===== src/rtl/fifo_pkg.sv =====
// Shared definitions for the single-clock FIFO.
//   fifo_mode_e     : read-mode selector (standard registered read / FWFT)
//   fifo_cnt_w()    : occupancy counter width for a given depth (0..Depth)
//   fifo_params_ok(): elaboration-time legality check of the FIFO parameters
package fifo_pkg;

  typedef enum logic {
    FIFO_STD  = 1'b0,
    FIFO_FWFT = 1'b1
  } fifo_mode_e;

  // One extra bit so the counter can hold Depth itself.
  function automatic int fifo_cnt_w(input int depth);
    return $clog2(depth) + 1;
  endfunction

  function automatic bit fifo_params_ok(input int dw, input int depth,
                                        input int af, input int ae,
                                        input int fwft);
    return (dw >= 1) && (depth >= 2) && ((depth & (depth - 1)) == 0) &&
           (af >= 1) && (af <= depth) && (ae >= 0) && (ae < depth) &&
           (fwft == 0 || fwft == 1);
  endfunction

endpackage


===== src/rtl/fifo_mem.sv =====
// Depth x DataWidth storage for sync_fifo.
//   i_clk       clock
//   i_wr_en     write strobe (already qualified by the FIFO control)
//   i_wr_addr   write address
//   i_wr_data   write data
//   i_rd_addr   read address (asynchronous read)
//   o_rd_data   word at i_rd_addr
// Storage is intentionally not reset.
module fifo_mem #(
  parameter int DataWidth = 16,
  parameter int Depth     = 16,
  parameter int AddrW     = $clog2(Depth)
) (
  input  logic                 i_clk,
  input  logic                 i_wr_en,
  input  logic [AddrW-1:0]     i_wr_addr,
  input  logic [DataWidth-1:0] i_wr_data,
  input  logic [AddrW-1:0]     i_rd_addr,
  output logic [DataWidth-1:0] o_rd_data
);

  logic [DataWidth-1:0] r_mem [Depth];

  always_ff @(posedge i_clk) begin
    if (i_wr_en) r_mem[i_wr_addr] <= i_wr_data;
  end

  assign o_rd_data = r_mem[i_rd_addr];

endmodule


===== src/rtl/sync_fifo.sv =====
// Single-clock parametrised FIFO with standard or first-word-fall-through read.
//   i_clk, i_rst      clock, synchronous active-high reset
//   i_wr_en/i_wr_data push request and data (ignored while full)
//   i_rd_en           pop request (ignored while empty)
//   i_clr_err         clears the sticky error flags
//   o_rd_data/o_rd_valid  read data and qualifier
//   o_full/o_empty/o_almost_full/o_almost_empty  registered status
//   o_count           occupancy 0..Depth
//   o_overflow/o_underflow  sticky request-while-full / request-while-empty
module sync_fifo
  import fifo_pkg::*;
#(
  parameter int DataWidth         = 16,
  parameter int Depth             = 16,
  parameter int AlmostFullThresh  = 14,
  parameter int AlmostEmptyThresh = 2,
  parameter int Fwft              = 0
) (
  input  logic                             i_clk,
  input  logic                             i_rst,
  input  logic                             i_wr_en,
  input  logic [DataWidth-1:0]             i_wr_data,
  input  logic                             i_rd_en,
  input  logic                             i_clr_err,
  output logic [DataWidth-1:0]             o_rd_data,
  output logic                             o_rd_valid,
  output logic                             o_full,
  output logic                             o_empty,
  output logic                             o_almost_full,
  output logic                             o_almost_empty,
  output logic [fifo_cnt_w(Depth)-1:0]     o_count,
  output logic                             o_overflow,
  output logic                             o_underflow
);

  localparam int         AW   = $clog2(Depth);
  localparam int         CW   = fifo_cnt_w(Depth);
  localparam fifo_mode_e MODE = (Fwft != 0) ? FIFO_FWFT : FIFO_STD;

  localparam logic [CW-1:0] CNT_ONE  = CW'(1);
  localparam logic [CW-1:0] CNT_FULL = CW'(Depth);
  localparam logic [CW-1:0] CNT_AF   = CW'(AlmostFullThresh);
  localparam logic [CW-1:0] CNT_AE   = CW'(AlmostEmptyThresh);

  generate
    if (!fifo_params_ok(DataWidth, Depth, AlmostFullThresh, AlmostEmptyThresh, Fwft)) begin : g_bad_params
      $error("sync_fifo: illegal parameter combination");
    end
  endgenerate

  logic [AW-1:0]        r_wr_ptr, r_rd_ptr;
  logic [CW-1:0]        r_count, w_cnt_nxt;
  logic                 r_full, r_empty, r_afull, r_aempty;
  logic                 r_ovf, r_unf;
  logic [DataWidth-1:0] r_rd_data, w_head;
  logic                 r_rd_valid;
  logic                 w_wr_acc, w_rd_acc;

  // Requests in a reset cycle are dropped, including the memory write.
  assign w_wr_acc = i_wr_en & ~r_full  & ~i_rst;
  assign w_rd_acc = i_rd_en & ~r_empty & ~i_rst;

  fifo_mem #(.DataWidth(DataWidth), .Depth(Depth), .AddrW(AW)) u_mem (
    .i_clk     (i_clk),
    .i_wr_en   (w_wr_acc),
    .i_wr_addr (r_wr_ptr),
    .i_wr_data (i_wr_data),
    .i_rd_addr (r_rd_ptr),
    .o_rd_data (w_head)
  );

  always_comb begin
    w_cnt_nxt = r_count;
    if (w_wr_acc && !w_rd_acc)      w_cnt_nxt = r_count + CNT_ONE;
    else if (w_rd_acc && !w_wr_acc) w_cnt_nxt = r_count - CNT_ONE;
  end

  // Status flags are derived from the next count so they line up with o_count.
  always_ff @(posedge i_clk) begin
    if (i_rst) begin
      r_wr_ptr   <= '0;
      r_rd_ptr   <= '0;
      r_count    <= '0;
      r_full     <= 1'b0;
      r_empty    <= 1'b1;
      r_afull    <= 1'b0;
      r_aempty   <= 1'b1;
      r_ovf      <= 1'b0;
      r_unf      <= 1'b0;
      r_rd_data  <= '0;
      r_rd_valid <= 1'b0;
    end else begin
      if (w_wr_acc) r_wr_ptr <= r_wr_ptr + 1'b1;
      if (w_rd_acc) r_rd_ptr <= r_rd_ptr + 1'b1;
      r_count    <= w_cnt_nxt;
      r_full     <= (w_cnt_nxt == CNT_FULL);
      r_empty    <= (w_cnt_nxt == '0);
      r_afull    <= (w_cnt_nxt >= CNT_AF);
      r_aempty   <= (w_cnt_nxt <= CNT_AE);
      // Set has priority over clear.
      r_ovf      <= (i_wr_en & r_full)  | (r_ovf & ~i_clr_err);
      r_unf      <= (i_rd_en & r_empty) | (r_unf & ~i_clr_err);
      r_rd_valid <= w_rd_acc;
      if (w_rd_acc) r_rd_data <= w_head;
    end
  end

  // FWFT shows the head straight from storage; it is forced to zero while
  // empty so stale or unreset storage never leaks onto the bus.
  assign o_rd_data      = (MODE == FIFO_FWFT) ? (r_empty ? '0 : w_head) : r_rd_data;
  assign o_rd_valid     = (MODE == FIFO_FWFT) ? ~r_empty : r_rd_valid;
  assign o_full         = r_full;
  assign o_empty        = r_empty;
  assign o_almost_full  = r_afull;
  assign o_almost_empty = r_aempty;
  assign o_count        = r_count;
  assign o_overflow     = r_ovf;
  assign o_underflow    = r_unf;

endmodule


===== config.mk =====
export PLATFORM = sky130hd
export DESIGN_NAME = sync_fifo
export DESIGN_NICKNAME = d
export VERILOG_FILES = /design/src/rtl/fifo_pkg.sv /design/src/rtl/fifo_mem.sv /design/src/rtl/sync_fifo.sv
export SDC_FILE = /design/constraint.sdc
export NUM_CORES = 1
export LEC_CHECK = 0
export BUFFER_PORTS_ARGS = -buffer_cell sky130_fd_sc_hd__buf_2
export CELL_PAD_IN_SITES_DETAIL_PLACEMENT = 0
export CELL_PAD_IN_SITES_GLOBAL_PLACEMENT = 1
export CORE_MARGIN = 2
export CORE_UTILIZATION = 40
export CTS_CLUSTER_DIAMETER = 200
export CTS_CLUSTER_SIZE = 10
export DETAILED_ROUTE_END_ITERATION = 10
export GPL_TIMING_DRIVEN = 0
export PLACE_DENSITY_LB_ADDON = 0.1
export SYNTH_ARGS = -nofsm -noshare
export SYNTH_HDL_FRONTEND = slang
export SYNTH_SLANG_ARGS = --single-unit

===== constraint.sdc =====
create_clock -name i_clk -period 2.45 [get_ports i_clk]
set_input_delay 0.49 -clock i_clk [delete_from_list [all_inputs] [get_ports i_clk]]
set_output_delay 0.49 -clock i_clk [all_outputs]
set_load 0.03 [all_outputs]

* Yosys cells after proc, flatten, opt, wreduce, memory -nomap -nowiden
Memory sizes are Yosys's and may differ from the RTL's. A register that Yosys moved wholly into a read port is not among the register bits.
Index checks and enable logic that the tools add are counted.
** Word-level totals
- Register bits :: 20
- RAM bits :: 256
- Input port bits :: 21
- Output and inout port bits :: 28
- Logic and storage cells :: 41
- Memories kept :: 1
** Memory list
- u_mem.r_mem :: depth 16, bits a word 16, rd ports 1, clocked after Yosys merged registers in 1, wr ports 1, line fifo_mem.sv:22 : logic [DataWidth-1:0] r_mem [Depth];
** Cells by class
- $add $sub $neg :: 4
- Order comparisons :: 2
- Eq/ne operators :: 1
- Muxes and demuxes :: 4
- Bitwise operators :: 14
- Reduce and logical (&&, ||, !) cells :: 5
** Operator list (count)
- 5-bit 2-to-1 mux :: 2
- 4-bit by 1-bit adder with 4-bit output (second input constant) :: 2
- 1-bit AND :: 8
- 5-bit by 1-bit adder with 5-bit output (second input constant) :: 1
- 5-bit equality test (second input constant) :: 1
- 5-bit by 4-bit greater-or-equal comparator with 1-bit output (second input constant) :: 1
- 5-bit by 2-bit <= comparator with 1-bit output (second input constant) :: 1
- 5-bit logical NOT :: 1
- 5-bit by 1-bit subtractor with 5-bit output (second input constant) :: 1
- 1-bit NOT :: 4
- 1-bit logical AND :: 2
- 1-bit logical NOT :: 2
- 1-bit 2-to-1 mux :: 2
- 1-bit OR :: 2

* Longest topological paths before layout
Gate-level depths: netlist of the first run.
- Word-level depth :: 8
- Mapped depth :: 8

* Modules after synthesis
Synthesis of the first run repeated with hierarchy kept, for this count alone.
** Second synthesis, totals
- Cells, all modules :: 590
- Area, all modules :: 11215.8 um2
** By module, submodules not included
- fifo_mem :: instances 1, cells an instance 416, area each 9723.1 um2
- sync_fifo :: instances 1, cells an instance 174, area each 1492.7 um2

* Worst setup path after synthesis of the first run
Ideal clock, no wire load.
- Path kind :: register -> register
- Start :: reg r_full (netlist: o_full)
- End :: mem u_mem.r_mem[3][0] (enable)
- Setup time :: 409 ps
- Arrival :: 2206 ps
- Required time :: 2041 ps
- Setup slack :: -165 ps
- Cell stages (with the launch flop) :: 6
- Path buffers :: 1
- Period minus slack after synthesis :: 2615 ps
- Cell sequence :: dfxtp_1 nand2b_1 buf_2 nor2_1 nand2_1 nor3_1
** Between the ends
- Word-level cells in the longest chain between the ends :: 5
** RTL lines
- start: declaration :: line sync_fifo.sv:53 : logic r_full, r_empty, r_afull, r_aempty;
- start signal: assignment :: line sync_fifo.sv:96 : r_full <= (w_cnt_nxt == CNT_FULL);
- 1-bit NOT :: line sync_fifo.sv:60 : assign w_wr_acc = i_wr_en & ~r_full & ~i_rst;
- 1-bit AND (2 in series) :: line sync_fifo.sv:60
- 1-bit 2-to-1 mux :: line fifo_mem.sv:25 : if (i_wr_en) r_mem[i_wr_addr] <= i_wr_data;
- 1-bit 2-to-1 mux (implied by the code) :: line fifo_mem.sv:25
- end: declaration :: line fifo_mem.sv:22
No other way between the ends.

* Worst setup path in the final report of the first run
- Start :: reg r_wr_ptr[3]
- End :: mem u_mem.r_mem[11][7] (enable)
** RTL lines
- start: declaration :: line sync_fifo.sv:51 : logic [AW-1:0] r_wr_ptr, r_rd_ptr;
- start signal: assignment :: line sync_fifo.sv:93 : if (w_wr_acc) r_wr_ptr <= r_wr_ptr + 1'b1;
Straight into the memory's write port.

==> results_dict.tcl, run 1 <==
set metrics [dict create \
    fin_crit_ns 2.33 \
    overflow 0 \
    core_um2 27600 \
    p_leak_nw 4.33 \
    fp-row-count 61 \
    syn_area_um2 11200 \
    drc 0 \
    cts-root-buf "clkbuf_16" \
    syn-num-nets 615 \
    worst_pin_slew_ns 0.834 \
    start_util 0.404 \
    die_y_um 171 \
    ys_async_sr_fraction 0 \
    numCtsBuffers 35 \
    layout-drive-gt1-share 0.288 \
    grt_pass1_wl_um 40500 \
    cts_tree "done" \
    fillers 2346 \
    avgViaCountPerCell 5.35 \
    finalSetupViolCount 0 \
    critPathKind "reg -> reg" \
    yosys_register_bits 292 \
    fp.dieW_um 171 \
    hpwl_um 17800 \
    cts_max_path_buffers 3 \
    vias 5844 \
    gp_congestion 0.734 \
    cp-start-kind "flip-flop" \
    finalCritPeriodShare 0.953 \
    grt_start_max_net_pins 17 \
    slew_viol_final 0 \
    synth-edff-count 256 \
    syn2layout_area_growth_pct 19.3 \
    cts_sinks 292 \
    max_slew_margin 0.444 \
    routedWlPerCell_um 25.4 \
    total_power_mw 11.3 \
    avgSynthCellArea_um2 19.0 \
    htree_levels 2 \
    clock_latency_ns 0.50 \
    drt-total-wl_um 27700 \
    rsz0062_at_grt "yes" \
    rr_worst_depth 4 \
    route.antenna.remaining_nets 0 \
    critPathMaxFanout 9 \
    cts_hold_buf 0 \
    drv_cap 0 \
    fmaxAchievable_mhz 428 \
    crit_arrival_ns 2.54 \
    dieArea_um2 29300 \
    crit_path_end_kind "flip-flop" \
    ys.warnings.count 0 \
    grt_pass1_vias 6056 \
    ir_worst_vdd_mv 0.564 \
    synthFlopType "edfxtp_1" \
    ioPinCount 49 \
    clk_pin_slew_ns 0.06 \
    multi_input_area_um2 2620 \
    antenna_found_initial 1 \
    status "completed" \
    cts_setup_buffers 0 \
    crit_required_ns 2.65 \
    drtPass1Iterations 5 \
    final.setup_skew_ns 0.0128 \
    seqCellArea_um2 8410 \
    layout.nets 716 \
    min_path_cells 3 \
    dr.first_iter.drc_count 579 \
    worst_hold_path_type "in -> reg" \
    netlist-cell-type-count 35 \
    track_usage 0.197 \
    power.density_nw_per_um2 846 \
    tns_ns 0 \
    ys_seq_area_frac 0.753 \
    hold_viol 0 \
    syn-instance-count 587 \
    io_buffers 48 \
]
registers in the layout, summed over array words and instances, names as in the netlist:
signal and count:
o_almost_empty 1, u_mem.r_mem 256, r_wr_ptr 4, o_rd_data 16, o_full 1, r_rd_ptr 4, o_almost_full 1, o_rd_valid 1
o_overflow 1, o_underflow 1, o_empty 1, o_count 5
Yosys cell counts (3+ instances only):
library cell	count	area share
inv_1	6	0.0020
buf_1	5	0.0017
nand3_1	6	0.0027
edfxtp_1	256	0.69
o21ai_0	3	0.0013
xor2_1	4	0.0031
a21oi_1	39	0.017
and3_1	3	0.0017
a22oi_1	34	0.023
nand2b_1	4	0.0022
ha_1	7	0.0078
buf_2	15	0.0067
nor3_1	6	0.0027
nor2b_1	5	0.0028
mux4_2	64	0.13
clkbuf_1	11	0.0037
buf_6	4	0.0040
nand2_1	13	0.0044
dfxtp_1	36	0.065
xnor2_1	4	0.0031
nor2_1	44	0.015
path summary, 6_finish.rpt:
check                      from                 end  slack [ns]
setup / recovery    r_wr_ptr[3]  u_mem.r_mem[11][7]        0.12
hold / removal          i_wr_en          o_overflow        0.29
setup reg to reg    r_wr_ptr[3]  u_mem.r_mem[11][7]        0.12
hold reg to reg   o_rd_data[14]       o_rd_data[14]        0.49
final cells by class:
cell class / count / share of cell area
Multi-Input combinational cell: 252 / 0.197
Buffer: 36 / 0.0149
Timing Repair Buffer: 64 / 0.0455
Antenna cell: 1 / 0.000188
Inverter: 7 / 0.00197
Clock inverter: 2 / 0.00131
Tap cell: 378 / 0.0355
Clock buffer: 60 / 0.0728
Sequential cell: 292 / 0.631
power by group:
| group | internal, mW | leakage (nW) | switching [mW] |
|---|---|---|---|
| registers | 5.51 | 2.60 | 0.0490 |
| logic | 0.470 | 1.26 | 0.696 |
| clock network | 2.68 | 0.470 | 1.87 |
stage by stage:
step	area [µm²]	util	hold WS (ns)	worst slack, ns	instances
floorplan	11200	-	0.481	0.261	587
global placement	11900	0.431	0.473	-0.935	1013
detailed placement	12300	0.446	0.479	-0.0895	1029
CTS	13300	0.482	0.277	0.129	1091
global route	13300	0.482	0.319	-0.0178	1091
finish	13300	0.482	0.286	0.116	1092
layer usage:
metal | vias up | GRT usage | routed length, µm
met5 | - | 0 | 0
met4 | 0 | 0.0637 | 774
met3 | 44 | 0.0322 | 1460
met2 | 167 | 0.315 | 13200
met1 | 3050 | 0.277 | 12300
li1 | 2583 | - | -
cells in the final DEF, fill, tap and decap left out, drive strengths merged, types with 2 or more instances in the layout:
cell	instances
nor2b	5
nand3	6
nor2	44
nand2	13
inv	9
and4	2
edfxtp	256
buf	88
clkbuf	72
o21ai	3
and3	3
nand2b	4
ha	7
nand4	2
a41o	2
a22oi	34
mux4	64
xor2	4
nor3	6
a21oi	39
dfxtp	36
o31ai	2
xnor2	4
timing repair:
action | 4_1_cts | 5_1_grt
pin swaps | 0 | 0
endpoints found under the setup margin | 2 | 10
resized for setup | 1 | 5
worst max-delay path, cell delays in order (launching register included):
cell and delay, ns:
dfxtp_1 0.30, buf_1 0.50, nand2b_1 0.33, nor2_2 0.66, buf_8 0.24
cells by family (layout without fill, tap and decap cells):
group / after synthesis / after routing / share of synthesized area
flops: 292 / 292 / 0.753
simple gates: 87 / 87 / 0.0351
compound gates: 85 / 85 / 0.0483
mux: 65 / 65 / 0.130
buf+inv: 43 / 169 / 0.0198
xor+xnor: 8 / 8 / 0.00627
fa+ha+maj: 7 / 7 / 0.00784
other cells: 0 / 1 / 0
Power figures use the tool's default switching activity.
==> inputs of run 2 (changes only) <==
==> constraint.sdc (replaced) <==
create_clock -name i_clk -period 2.2 [get_ports i_clk]
set_input_delay 0.44 -clock i_clk [delete_from_list [all_inputs] [get_ports i_clk]]
set_output_delay 0.44 -clock i_clk [all_outputs]
set_load 0.1 [all_outputs]
==> run 2 against run 1 <==
Effect of this change:
- count of clock-buffer cells in the layout is 6 lower
- cell count is 0.18% lower
- global-route usage down 0.37 points
- wire length decreased by 1.3%
- largest cell class unchanged
==> results_dict.tcl, run 2 (synthesized netlist as in run 1, its figures left out) <==
set metrics [dict create \
    status "completed" \
    dieArea_um2 29300 \
    fillers 2331 \
    pre_cts_slack_ns -0.719 \
    ioPinCount 49 \
    multi_input_area_um2 2680 \
    pwr-share-seq 0.481 \
    numCtsBuffers 35 \
    worst_hold_path_type "in -> reg" \
    rr_worst_depth 7 \
    p_int_mw 9.64 \
    ir_worst_vdd_mv 0.501 \
    cts-root-buf "clkbuf_16" \
    drtPass1Iterations 5 \
    total_power_mw 12.9 \
    finalCritPeriodShare 0.950 \
    rsz0062_at_grt "no" \
    hp-start "i_wr_en" \
    overflow 0 \
    crit_required_ns 2.58 \
    crit_chain "buf_8 -> buf_8 -> mux4_2 -> a22oi_1 -> a21oi_1 -> a21oi_1 -> nor2_1" \
    slowest_stage "mux4_2" \
    rrSetupSlack_ns 0.11 \
    final_cell_mix "edfxtp_1 (256), mux4_2 (64), buf_2 (57)" \
    io_buffers 48 \
    syn2layout_area_growth_pct 20.3 \
    layout-drive-gt1-share 0.306 \
    start_util 0.404 \
    power_switching_mw 3.25 \
    grt_pass1_vias 6018 \
    critPathMaxFanout 10 \
    r2r-end "o_rd_data[3]" \
    path_delay_family "multiplexers" \
    antenna_found_initial 1 \
    fmaxAchievable_mhz 479 \
    htree_levels 2 \
    layout.nets 719 \
    cp_slowest_stage_delay_ns 0.53 \
    critPathKind "reg -> reg" \
    final_cells 1090 \
    vias 5889 \
    worst-path-buf-inv 2 \
    finalSetupViolCount 0 \
    fp.dieW_um 171 \
    hpwl_um 15800 \
    final.setup_skew_ns 0.0240 \
    top_register "u_mem.r_mem" \
    grt_pass1_wl_um 39900 \
    power.density_nw_per_um2 960 \
    crit_arrival_ns 2.46 \
    antenna_cells 0 \
    min_to "o_overflow" \
    cts_sinks 292 \
    seqCellArea_um2 8410 \
    clk_pin_slew_ns 0.06 \
    cts_tree "done" \
    largest_register_ffs 256 \
    core_um2 27600 \
    drt-total-wl_um 27400 \
    clock_latency_ns 0.51 \
    fp-row-count 61 \
    swShare 0.252 \
    hold_viol 0 \
    dr.first_iter.drc_count 616 \
    final_common_cell "edfxtp_1" \
    gp_congestion 0.740 \
    cp-start-kind "flip-flop" \
    worst_pin_slew_ns 0.753 \
    clkPwrFrac 0.392 \
    die_y_um 171 \
    routedWlPerCell_um 25.1 \
    p_leak_nw 4.34 \
    avgViaCountPerCell 5.40 \
    track_usage 0.193 \
    drv_cap 0 \
    cts_hold_buf 0 \
    placedCellCount 1013 \
    timing.hold.ws_ns 0.219 \
    crit_path_end_kind "flip-flop" \
    combPwrFrac 0.127 \
    min_path_cells 3 \
    route.antenna.remaining_nets 0 \
    grt_start_max_net_pins 17 \
    slew_viol_final 0 \
    max_slew_margin 0.498 \
    fin_crit_ns 2.09 \
    setup_slack_ns 0.111 \
    drc 0 \
    reg2reg_from "r_rd_ptr[0]" \
    cts_max_path_buffers 3 \
]
[run 2: cell type report]
class,instances,share of cell area
Sequential cell,292,0.626
Buffer,35,0.0170
Clock buffer,54,0.0705
Inverter,7,0.00196
Tap cell,378,0.0352
Timing Repair Buffer,68,0.0468
Multi-Input combinational cell,252,0.200
Clock inverter,4,0.00261
[run 2: worst max path at each step]
stage | slack [ns] | startpoint | cells past startpoint | end
detailed placement | -0.72 | i_rst | 5 | u_mem.r_mem[15][8]
global placement | -0.67 | i_rst | 5 | u_mem.r_mem[15][8]
finish | 0.11 | r_rd_ptr[0] | 7 | o_rd_data[3]
global route | 0.001 | r_rd_ptr[0] | 7 | o_rd_data[3]
floorplan | 0.0004 | o_count[0] | 8 | o_full
CTS | -0.40 | r_wr_ptr[3] | 3 | u_mem.r_mem[11][8]
[run 2: worst reg2reg max path, cell delays in order (launching register included)]
cell	delay, ns
dfxtp_1	0.41
buf_8	0.21
buf_8	0.21
mux4_2	0.54
a22oi_1	0.19
a21oi_1	0.18
a21oi_1	0.15
nor2_1	0.05
[run 2: power groups by stage]
stage | logic [mW] | clock network, mW | registers, mW
3_5_place_dp | 1.62 | 0 | 6.31
3_3_place_gp | 1.61 | 0 | 6.30
4_1_cts | 1.64 | 5.18 | 6.20
5_1_grt | 1.75 | 5.36 | 6.21
2_1_floorplan | 0.769 | 0 | 6.75
6_report | 1.63 | 5.06 | 6.20
[run 2: per-layer routing]
| layer | routed length, µm | GRT usage |
|---|---|---|
| met5 | 12 | 0 |
| met4 | 576 | 0.0523 |
| met3 | 1410 | 0.0347 |
| met2 | 13500 | 0.321 |
| met1 | 11800 | 0.263 |
[run 2: repair_timing]
item,in CTS,in global routing
gates resized for setup,10,20
endpoints found under the setup margin,268,126
pin swaps,7,7
buffers inserted,13,7
[run 2: per-stage QoR]
stage          TNS, ns  cell area [µm²]  utilization
6_report             0            13400        0.486
5_1_grt              0            13400        0.486
3_3_place_gp   -138.78            12000        0.433
2_1_floorplan        0            11200            -
3_5_place_dp   -142.53            12000        0.433
4_1_cts         -34.75            13200        0.479
